$ cat src/rtl/br_rs_scheduler_if.sv
`default_nettype none
// ============================================================================
// Module      : br_rs_scheduler_if
// Description : Dispatch, CDB, branch-unit and result bundle of the branch
//               reservation station.
// Revision    : 1.0 - initial release
// ============================================================================
interface br_rs_scheduler_if #(
    parameter int ROB_W = 5,
    parameter int TAG_W = 6
);
    logic              flush;
    logic              disp_valid;
    logic              disp_ready;
    logic [31:0]       disp_pc;
    logic [31:0]       disp_imm;
    logic [2:0]        disp_funct3;
    logic [1:0]        disp_jsel;
    logic [ROB_W-1:0]  disp_rob;
    logic [TAG_W-1:0]  disp_s1_tag;
    logic [TAG_W-1:0]  disp_s2_tag;
    logic              disp_s1_rdy;
    logic              disp_s2_rdy;
    logic [31:0]       disp_s1_v;
    logic [31:0]       disp_s2_v;
    logic              cdb_valid;
    logic [TAG_W-1:0]  cdb_tag;
    logic [31:0]       cdb_data;
    logic              fu_valid;
    logic [31:0]       fu_a;
    logic [31:0]       fu_b;
    logic [31:0]       fu_pc;
    logic [31:0]       fu_imm;
    logic [2:0]        fu_funct3;
    logic [1:0]        fu_jsel;
    logic              fu_br_en;
    logic [31:0]       fu_target;
    logic              res_valid;
    logic              res_ready;
    logic [ROB_W-1:0]  res_rob;
    logic              res_br_en;
    logic [31:0]       res_target;

    modport master (
        output flush, disp_valid, disp_pc, disp_imm, disp_funct3, disp_jsel,
               disp_rob, disp_s1_tag, disp_s2_tag, disp_s1_rdy, disp_s2_rdy,
               disp_s1_v, disp_s2_v, cdb_valid, cdb_tag, cdb_data,
               fu_br_en, fu_target, res_ready,
        input  disp_ready, fu_valid, fu_a, fu_b, fu_pc, fu_imm, fu_funct3,
               fu_jsel, res_valid, res_rob, res_br_en, res_target
    );

    modport slave (
        input  flush, disp_valid, disp_pc, disp_imm, disp_funct3, disp_jsel,
               disp_rob, disp_s1_tag, disp_s2_tag, disp_s1_rdy, disp_s2_rdy,
               disp_s1_v, disp_s2_v, cdb_valid, cdb_tag, cdb_data,
               fu_br_en, fu_target, res_ready,
        output disp_ready, fu_valid, fu_a, fu_b, fu_pc, fu_imm, fu_funct3,
               fu_jsel, res_valid, res_rob, res_br_en, res_target
    );
endinterface
`default_nettype wire

$ cat src/rtl/br_rs_scheduler.sv
`default_nettype none
// ============================================================================
// Module      : br_rs_scheduler
// Description : Collapsing-queue reservation station and oldest-first issue
//               scheduler for the branch/jump address unit.
// Revision    : 1.0 - initial release
// ============================================================================
module br_rs_scheduler #(
    parameter int DEPTH = 4,
    parameter int ROB_W = 5,
    parameter int TAG_W = 6
) (
    input  logic              clk,
    input  logic              rst,
    br_rs_scheduler_if.slave  bus
);
    localparam int IDX_W = $clog2(DEPTH);
    localparam int CNT_W = IDX_W + 1;
    localparam logic [CNT_W-1:0] c_depth = CNT_W'(DEPTH);

    typedef struct packed {
        logic [31:0]      pc;
        logic [31:0]      imm;
        logic [2:0]       funct3;
        logic [1:0]       jsel;
        logic [ROB_W-1:0] rob;
        logic [TAG_W-1:0] s1_tag;
        logic             s1_rdy;
        logic [31:0]      s1_v;
        logic [TAG_W-1:0] s2_tag;
        logic             s2_rdy;
        logic [31:0]      s2_v;
    } ent_t;

    ent_t             r_ent  [DEPTH];
    ent_t             w_wake [DEPTH];
    ent_t             w_nxt  [DEPTH];
    ent_t             w_new;
    logic [CNT_W-1:0] r_count;
    logic [CNT_W-1:0] w_count_nxt;
    logic [CNT_W-1:0] w_wr_idx;
    logic [DEPTH-1:0] w_elig;
    logic [IDX_W-1:0] w_sel;
    logic             w_found;
    logic             w_issue;
    logic             w_disp;
    logic             w_res_free;

    logic             r_res_valid;
    logic [ROB_W-1:0] r_res_rob;
    logic             r_res_br_en;
    logic [31:0]      r_res_target;

    // Eligibility and oldest-first pick
    always_comb begin
        w_res_free = !r_res_valid || bus.res_ready;
        w_found    = 1'b0;
        w_sel      = '0;
        for (int i = 0; i < DEPTH; i++) begin
            w_elig[i] = (CNT_W'(i) < r_count) && r_ent[i].s1_rdy &&
                        r_ent[i].s2_rdy && w_res_free;
            if (w_elig[i] && !w_found) begin
                w_found = 1'b1;
                w_sel   = IDX_W'(i);
            end
        end
        w_issue = w_found;
    end

    assign bus.disp_ready = (r_count < c_depth);
    assign w_disp         = bus.disp_valid && bus.disp_ready;

    assign bus.fu_valid   = w_issue;
    assign bus.fu_a       = r_ent[w_sel].s1_v;
    assign bus.fu_b       = r_ent[w_sel].s2_v;
    assign bus.fu_pc      = r_ent[w_sel].pc;
    assign bus.fu_imm     = r_ent[w_sel].imm;
    assign bus.fu_funct3  = r_ent[w_sel].funct3;
    assign bus.fu_jsel    = r_ent[w_sel].jsel;

    assign bus.res_valid  = r_res_valid;
    assign bus.res_rob    = r_res_rob;
    assign bus.res_br_en  = r_res_br_en;
    assign bus.res_target = r_res_target;

    // Incoming op, with same-cycle CDB capture for sources not yet ready
    always_comb begin
        w_new.pc     = bus.disp_pc;
        w_new.imm    = bus.disp_imm;
        w_new.funct3 = bus.disp_funct3;
        w_new.jsel   = bus.disp_jsel;
        w_new.rob    = bus.disp_rob;
        w_new.s1_tag = bus.disp_s1_tag;
        w_new.s2_tag = bus.disp_s2_tag;
        w_new.s1_rdy = bus.disp_s1_rdy ||
                       (bus.cdb_valid && (bus.cdb_tag == bus.disp_s1_tag));
        w_new.s2_rdy = bus.disp_s2_rdy ||
                       (bus.cdb_valid && (bus.cdb_tag == bus.disp_s2_tag));
        w_new.s1_v   = bus.disp_s1_rdy ? bus.disp_s1_v : bus.cdb_data;
        w_new.s2_v   = bus.disp_s2_rdy ? bus.disp_s2_v : bus.cdb_data;
    end

    // Wakeup, then collapse over the issued slot, then append the dispatch
    always_comb begin
        for (int i = 0; i < DEPTH; i++) begin
            w_wake[i] = r_ent[i];
            if (bus.cdb_valid && (CNT_W'(i) < r_count)) begin
                if (!r_ent[i].s1_rdy && (r_ent[i].s1_tag == bus.cdb_tag)) begin
                    w_wake[i].s1_rdy = 1'b1;
                    w_wake[i].s1_v   = bus.cdb_data;
                end
                if (!r_ent[i].s2_rdy && (r_ent[i].s2_tag == bus.cdb_tag)) begin
                    w_wake[i].s2_rdy = 1'b1;
                    w_wake[i].s2_v   = bus.cdb_data;
                end
            end
        end

        for (int i = 0; i < DEPTH; i++) begin
            w_nxt[i] = w_wake[i];
        end
        if (w_issue) begin
            for (int i = 0; i < DEPTH - 1; i++) begin
                if (IDX_W'(i) >= w_sel) begin
                    w_nxt[i] = w_wake[i+1];
                end
            end
        end

        w_wr_idx = r_count - CNT_W'(w_issue);
        for (int i = 0; i < DEPTH; i++) begin
            if (w_disp && (CNT_W'(i) == w_wr_idx)) begin
                w_nxt[i] = w_new;
            end
        end

        w_count_nxt = r_count + CNT_W'(w_disp) - CNT_W'(w_issue);
    end

    always_ff @(posedge clk or posedge rst) begin
        if (rst) begin
            r_count      <= '0;
            r_res_valid  <= 1'b0;
            r_res_rob    <= '0;
            r_res_br_en  <= 1'b0;
            r_res_target <= '0;
            for (int i = 0; i < DEPTH; i++) begin
                r_ent[i] <= '0;
            end
        end else if (bus.flush) begin
            // Entry contents are left stale; a zero count marks them all invalid
            r_count     <= '0;
            r_res_valid <= 1'b0;
        end else begin
            r_count <= w_count_nxt;
            for (int i = 0; i < DEPTH; i++) begin
                r_ent[i] <= w_nxt[i];
            end
            if (w_issue) begin
                r_res_valid  <= 1'b1;
                r_res_rob    <= r_ent[w_sel].rob;
                r_res_br_en  <= bus.fu_br_en;
                r_res_target <= bus.fu_target;
            end else if (bus.res_ready) begin
                r_res_valid <= 1'b0;
            end
        end
    end
endmodule
`default_nettype wire

$ cat src/flat_wrapper.sv
// flat-port wrapper written by rule: the top's interface ports become plain ports
module br_rs_scheduler_flat 
#(
    parameter int DEPTH = 4,
    parameter int ROB_W = 5,
    parameter int TAG_W = 6
)
  (clk, rst, bus_flush, bus_disp_valid, bus_disp_pc, bus_disp_imm, bus_disp_funct3, bus_disp_jsel, bus_disp_rob, bus_disp_s1_tag, bus_disp_s2_tag, bus_disp_s1_rdy, bus_disp_s2_rdy, bus_disp_s1_v, bus_disp_s2_v, bus_cdb_valid, bus_cdb_tag, bus_cdb_data, bus_fu_br_en, bus_fu_target, bus_res_ready, bus_disp_ready, bus_fu_valid, bus_fu_a, bus_fu_b, bus_fu_pc, bus_fu_imm, bus_fu_funct3, bus_fu_jsel, bus_res_valid, bus_res_rob, bus_res_br_en, bus_res_target);
  br_rs_scheduler_if #(.ROB_W(ROB_W), .TAG_W(TAG_W)) bus_i ();
  input  logic clk;
  input  logic rst;
  input wire logic [$bits(bus_i.flush)-1:0] bus_flush;
  input wire logic [$bits(bus_i.disp_valid)-1:0] bus_disp_valid;
  input wire logic [$bits(bus_i.disp_pc)-1:0] bus_disp_pc;
  input wire logic [$bits(bus_i.disp_imm)-1:0] bus_disp_imm;
  input wire logic [$bits(bus_i.disp_funct3)-1:0] bus_disp_funct3;
  input wire logic [$bits(bus_i.disp_jsel)-1:0] bus_disp_jsel;
  input wire logic [$bits(bus_i.disp_rob)-1:0] bus_disp_rob;
  input wire logic [$bits(bus_i.disp_s1_tag)-1:0] bus_disp_s1_tag;
  input wire logic [$bits(bus_i.disp_s2_tag)-1:0] bus_disp_s2_tag;
  input wire logic [$bits(bus_i.disp_s1_rdy)-1:0] bus_disp_s1_rdy;
  input wire logic [$bits(bus_i.disp_s2_rdy)-1:0] bus_disp_s2_rdy;
  input wire logic [$bits(bus_i.disp_s1_v)-1:0] bus_disp_s1_v;
  input wire logic [$bits(bus_i.disp_s2_v)-1:0] bus_disp_s2_v;
  input wire logic [$bits(bus_i.cdb_valid)-1:0] bus_cdb_valid;
  input wire logic [$bits(bus_i.cdb_tag)-1:0] bus_cdb_tag;
  input wire logic [$bits(bus_i.cdb_data)-1:0] bus_cdb_data;
  input wire logic [$bits(bus_i.fu_br_en)-1:0] bus_fu_br_en;
  input wire logic [$bits(bus_i.fu_target)-1:0] bus_fu_target;
  input wire logic [$bits(bus_i.res_ready)-1:0] bus_res_ready;
  output wire logic [$bits(bus_i.disp_ready)-1:0] bus_disp_ready;
  output wire logic [$bits(bus_i.fu_valid)-1:0] bus_fu_valid;
  output wire logic [$bits(bus_i.fu_a)-1:0] bus_fu_a;
  output wire logic [$bits(bus_i.fu_b)-1:0] bus_fu_b;
  output wire logic [$bits(bus_i.fu_pc)-1:0] bus_fu_pc;
  output wire logic [$bits(bus_i.fu_imm)-1:0] bus_fu_imm;
  output wire logic [$bits(bus_i.fu_funct3)-1:0] bus_fu_funct3;
  output wire logic [$bits(bus_i.fu_jsel)-1:0] bus_fu_jsel;
  output wire logic [$bits(bus_i.res_valid)-1:0] bus_res_valid;
  output wire logic [$bits(bus_i.res_rob)-1:0] bus_res_rob;
  output wire logic [$bits(bus_i.res_br_en)-1:0] bus_res_br_en;
  output wire logic [$bits(bus_i.res_target)-1:0] bus_res_target;
  assign bus_i.flush = bus_flush;
  assign bus_i.disp_valid = bus_disp_valid;
  assign bus_i.disp_pc = bus_disp_pc;
  assign bus_i.disp_imm = bus_disp_imm;
  assign bus_i.disp_funct3 = bus_disp_funct3;
  assign bus_i.disp_jsel = bus_disp_jsel;
  assign bus_i.disp_rob = bus_disp_rob;
  assign bus_i.disp_s1_tag = bus_disp_s1_tag;
  assign bus_i.disp_s2_tag = bus_disp_s2_tag;
  assign bus_i.disp_s1_rdy = bus_disp_s1_rdy;
  assign bus_i.disp_s2_rdy = bus_disp_s2_rdy;
  assign bus_i.disp_s1_v = bus_disp_s1_v;
  assign bus_i.disp_s2_v = bus_disp_s2_v;
  assign bus_i.cdb_valid = bus_cdb_valid;
  assign bus_i.cdb_tag = bus_cdb_tag;
  assign bus_i.cdb_data = bus_cdb_data;
  assign bus_i.fu_br_en = bus_fu_br_en;
  assign bus_i.fu_target = bus_fu_target;
  assign bus_i.res_ready = bus_res_ready;
  assign bus_disp_ready = bus_i.disp_ready;
  assign bus_fu_valid = bus_i.fu_valid;
  assign bus_fu_a = bus_i.fu_a;
  assign bus_fu_b = bus_i.fu_b;
  assign bus_fu_pc = bus_i.fu_pc;
  assign bus_fu_imm = bus_i.fu_imm;
  assign bus_fu_funct3 = bus_i.fu_funct3;
  assign bus_fu_jsel = bus_i.fu_jsel;
  assign bus_res_valid = bus_i.res_valid;
  assign bus_res_rob = bus_i.res_rob;
  assign bus_res_br_en = bus_i.res_br_en;
  assign bus_res_target = bus_i.res_target;
  br_rs_scheduler #(.DEPTH(DEPTH), .ROB_W(ROB_W), .TAG_W(TAG_W)) u_core (.clk(clk), .rst(rst), .bus(bus_i));
endmodule
$ cat config.mk
export PLATFORM = sky130hd
export DESIGN_NAME = br_rs_scheduler_flat
export DESIGN_NICKNAME = d
export VERILOG_FILES = /design/src/rtl/br_rs_scheduler_if.sv /design/src/rtl/br_rs_scheduler.sv /design/src/flat_wrapper.sv
export SDC_FILE = /design/constraint.sdc
export NUM_CORES = 2
export LEC_CHECK = 0
export ABC_AREA = 1
export ABC_CLOCK_PERIOD_IN_PS = 23100
export BUFFER_PORTS_ARGS = -buffer_cell sky130_fd_sc_hd__buf_4
export CORE_ASPECT_RATIO = 1.75
export CORE_UTILIZATION = 25
export DETAILED_ROUTE_END_ITERATION = 6
export GPL_ROUTABILITY_DRIVEN = 1
export PLACE_DENSITY = 0.4
export SLEW_MARGIN = 20
export SYNTH_ARGS = -nofsm -noshare
export SYNTH_HDL_FRONTEND = slang
export SYNTH_SLANG_ARGS = --single-unit
$ cat constraint.sdc
create_clock -name clk -period 23.1 [get_ports clk]
set_clock_uncertainty 0.05 [all_clocks]
set_input_delay 2.31 -clock clk [delete_from_list [all_inputs] [get_ports clk]]
set_output_delay 2.31 -clock clk [all_outputs]
set_load 0.02 [all_outputs]
==> out/metrics.yaml <==
outcome: "finished clean"
ys_types: 37
numCtsBuffers: 80
fin_area_sq_um: 48800
design_power_total_w: 0.00719
nFillCells: 18400
vdd_ir_drop_max_mv: 0.0869
synth_edf_count: 0
drc: 0
area_growth_syn_to_layout_pct: 17.5
yosysMostFrequentCell: "nand2_1"
netlist_top_cells_count: "nand2_1, o21ai_0, dfrtp_1, inv_1, nand3_1"
clk_path_buf_depth: 3
synth.largest_area_cell: "dfrtp_1"
cts_tree: "done"
regArea_sq_um: 16300
synth_ff_type: "dfrtp_1"
leakagePower_nw: 22.9
core_area_sq_um: 165000
post-route-min-period_ps: 9360
hold_violations: 0
fmax_mhz: 107
gp_congestion: 0.879
rsz0062_at_grt: "false"
seq_area_frac_synth: 0.392
max_slew_margin: 0.234
rrSetupSlack_ps: 17100
cts_resized: 0
clk_pin_slew_ps: 50
antenna_found_initial: 27
initial_utilization: 0.252
place_area_sq_um: 46100
io_pins: 403
drt_iter0_drc: 3642
htree_num_levels: 3
cts_hold_buf: 0
layout.nets: 6434
worstPathRequired_ps: 20740
ant_nets: 0
worst-setup-path-type: "in -> out"
dp_hpwl_microns: 127000
first_pass_iters: 7
setup_violations: 0
syn_area_sq_um: 41500
synth-warning-count: 0
multiInputGateArea_sq_um: 20900
cp_max_fo: 71
synth.area.top_cells: "dfrtp_1, nand2_1, o21ai_0"
ys_ff_latch: 650
grt_pass1_vias: 43500
final_max_slew_viol_count: 0
grt_max_degree: 171
synth_top_area_share: 0.392
dp_cells: 8305
rows: 197
hp-class: "reg -> reg"
synth_nets: 6332
postCtsSetupRepairBufs: 0
cts_root_buffer: "clkbuf_16"
port_buffers: 402
arrival_ps: 7000
p_per_area_nw_per_um2: 147
syn_inst: 6096
grt_overflow_total: 0
cp-end-kind: "output port"
clock_sinks: 650
critPathLaunchType: "input pin"
die_w_microns: 310
fin_setup_tns_ps: 0
fin_cells: 8458
synth_area_per_cell_sq_um: 6.81
clock_latency_ps: 690
grtUsageTotal: 0.253
synth-async-reset-ratio: 1.00
routed_wirelength_microns: 216000
wl_per_cell_microns: 25.5
dieHeight_microns: 541
drive_gt1_frac: 0.123
cap_violations: 0
die_area_sq_um: 168000
period_share: 0.405
tightestPinTransition_ps: 1150
num_vias: 43800
grt_pass1_wl_microns: 310000
vias_per_cell: 5.18
-- per-layer routing --
metal | routed length (microns) | part of all wire | up-vias | track usage
met4 | 14000 | 0.065 | 34 | 0.152
met3 | 15900 | 0.073 | 417 | 0.0565
met5 | 218 | 0.0010 | - | 0
met2 | 105000 | 0.48 | 1665 | 0.432
met1 | 81500 | 0.38 | 21400 | 0.284
li1 | - | - | 20200 | -
-- metrics by stage --
step / hold WS [ps] / util / worst slack (ps)
final: 429 / 0.296 / 13740
after global routing: 448 / 0.296 / 13520
after CTS: 432 / 0.296 / 13770
after detailed placement: 416 / 0.280 / 13780
after global placement: 415 / 0.280 / 13800
after floorplan: 403 / - / 2530
-- critical path: stages --
cell	delay, ps
buf_4	90
inv_1	30
nand2_1	140
nand3_1	150
nand4_1	430
nand2_4	630
inv_6	770
buf_4	830
buf_4	540
o21ai_0	130
o21ai_0	500
buf_4	240
-- report_power, final --
part	internal, W	leakage [nW]	switching (W)
registers	0.00163	8.16	0.000367
clock network	0.000768	1.30	0.000574
logic	0.00118	13.4	0.00267
total	0.00358	22.9	0.00361
-- cell usage in the layout, fill, tap and decap left out, types with 10 or more instances in the layout --
master and instances:
a21oi_1 364, a22oi_1 105, buf_4 474, clkbuf_1 26, clkbuf_16 84, clkbuf_8 22, dfrtp_1 650, inv_1 641
inv_2 10, nand2_1 1731, nand3_1 497, nand3b_1 92, nand4_1 134, nor2_1 181, nor2_2 11, o211ai_1 134
o21ai_0 652, o21ai_1 112, o22ai_1 94, or2_1 49, or2_2 115, xnor2_1 11
-- area by class of cell --
type | count | area share
antenna | 9 | 0.000462
clock buffer | 131 | 0.0510
clock inverter | 13 | 0.00336
inverter | 665 | 0.0521
multi-input combinational | 4321 | 0.428
sequential | 650 | 0.333
tap | 2189 | 0.0562
timing repair buffer | 480 | 0.0753
-- cells by family (layout without fill, tap and decap cells) --
kind of cell	Yosys count	in the layout	synth area share
xor+xnor	17	17	0.00359
other cells	0	9	0
fa+ha+maj	7	7	0.00229
flops	650	650	0.392
compound gates	1466	1466	0.195
simple gates	2831	2831	0.299
buf+inv	1125	1289	0.108
-- path summary, 6_finish.rpt --
| kind | from | endpoint | cells past startpoint |
|---|---|---|---|
| worst min register to register | u_core.bus.res_target[2]$_DFFE_PP0P_ | u_core.bus.res_target[2]$_DFFE_PP0P_ | 2 |
| worst max register to register | u_core.r_count[1]$_DFF_PP0_ | u_core.r_ent[251]$_DFFE_PP0P_ | 15 |
| min in group asynchronous | rst | u_core.bus.res_target[14]$_DFFE_PP0P_ | 2 |
| worst min-delay path | u_core.bus.res_target[2]$_DFFE_PP0P_ | u_core.bus.res_target[2]$_DFFE_PP0P_ | 2 |
| max in group asynchronous | rst | u_core.r_ent[397]$_DFFE_PP0P_ | 5 |
| worst max-delay path | bus_res_ready | bus_fu_a[31] | 12 |
-- flip-flops by register name (all words and copies together), names as in the netlist --
signal	cells
u_core.bus.res_rob	5
u_core.bus.res_br_en	1
u_core.r_ent	608
u_core.r_count	3
u_core.bus.res_target	32
u_core.bus.res_valid	1
No activity file was read; power rests on OpenSTA's default activity.
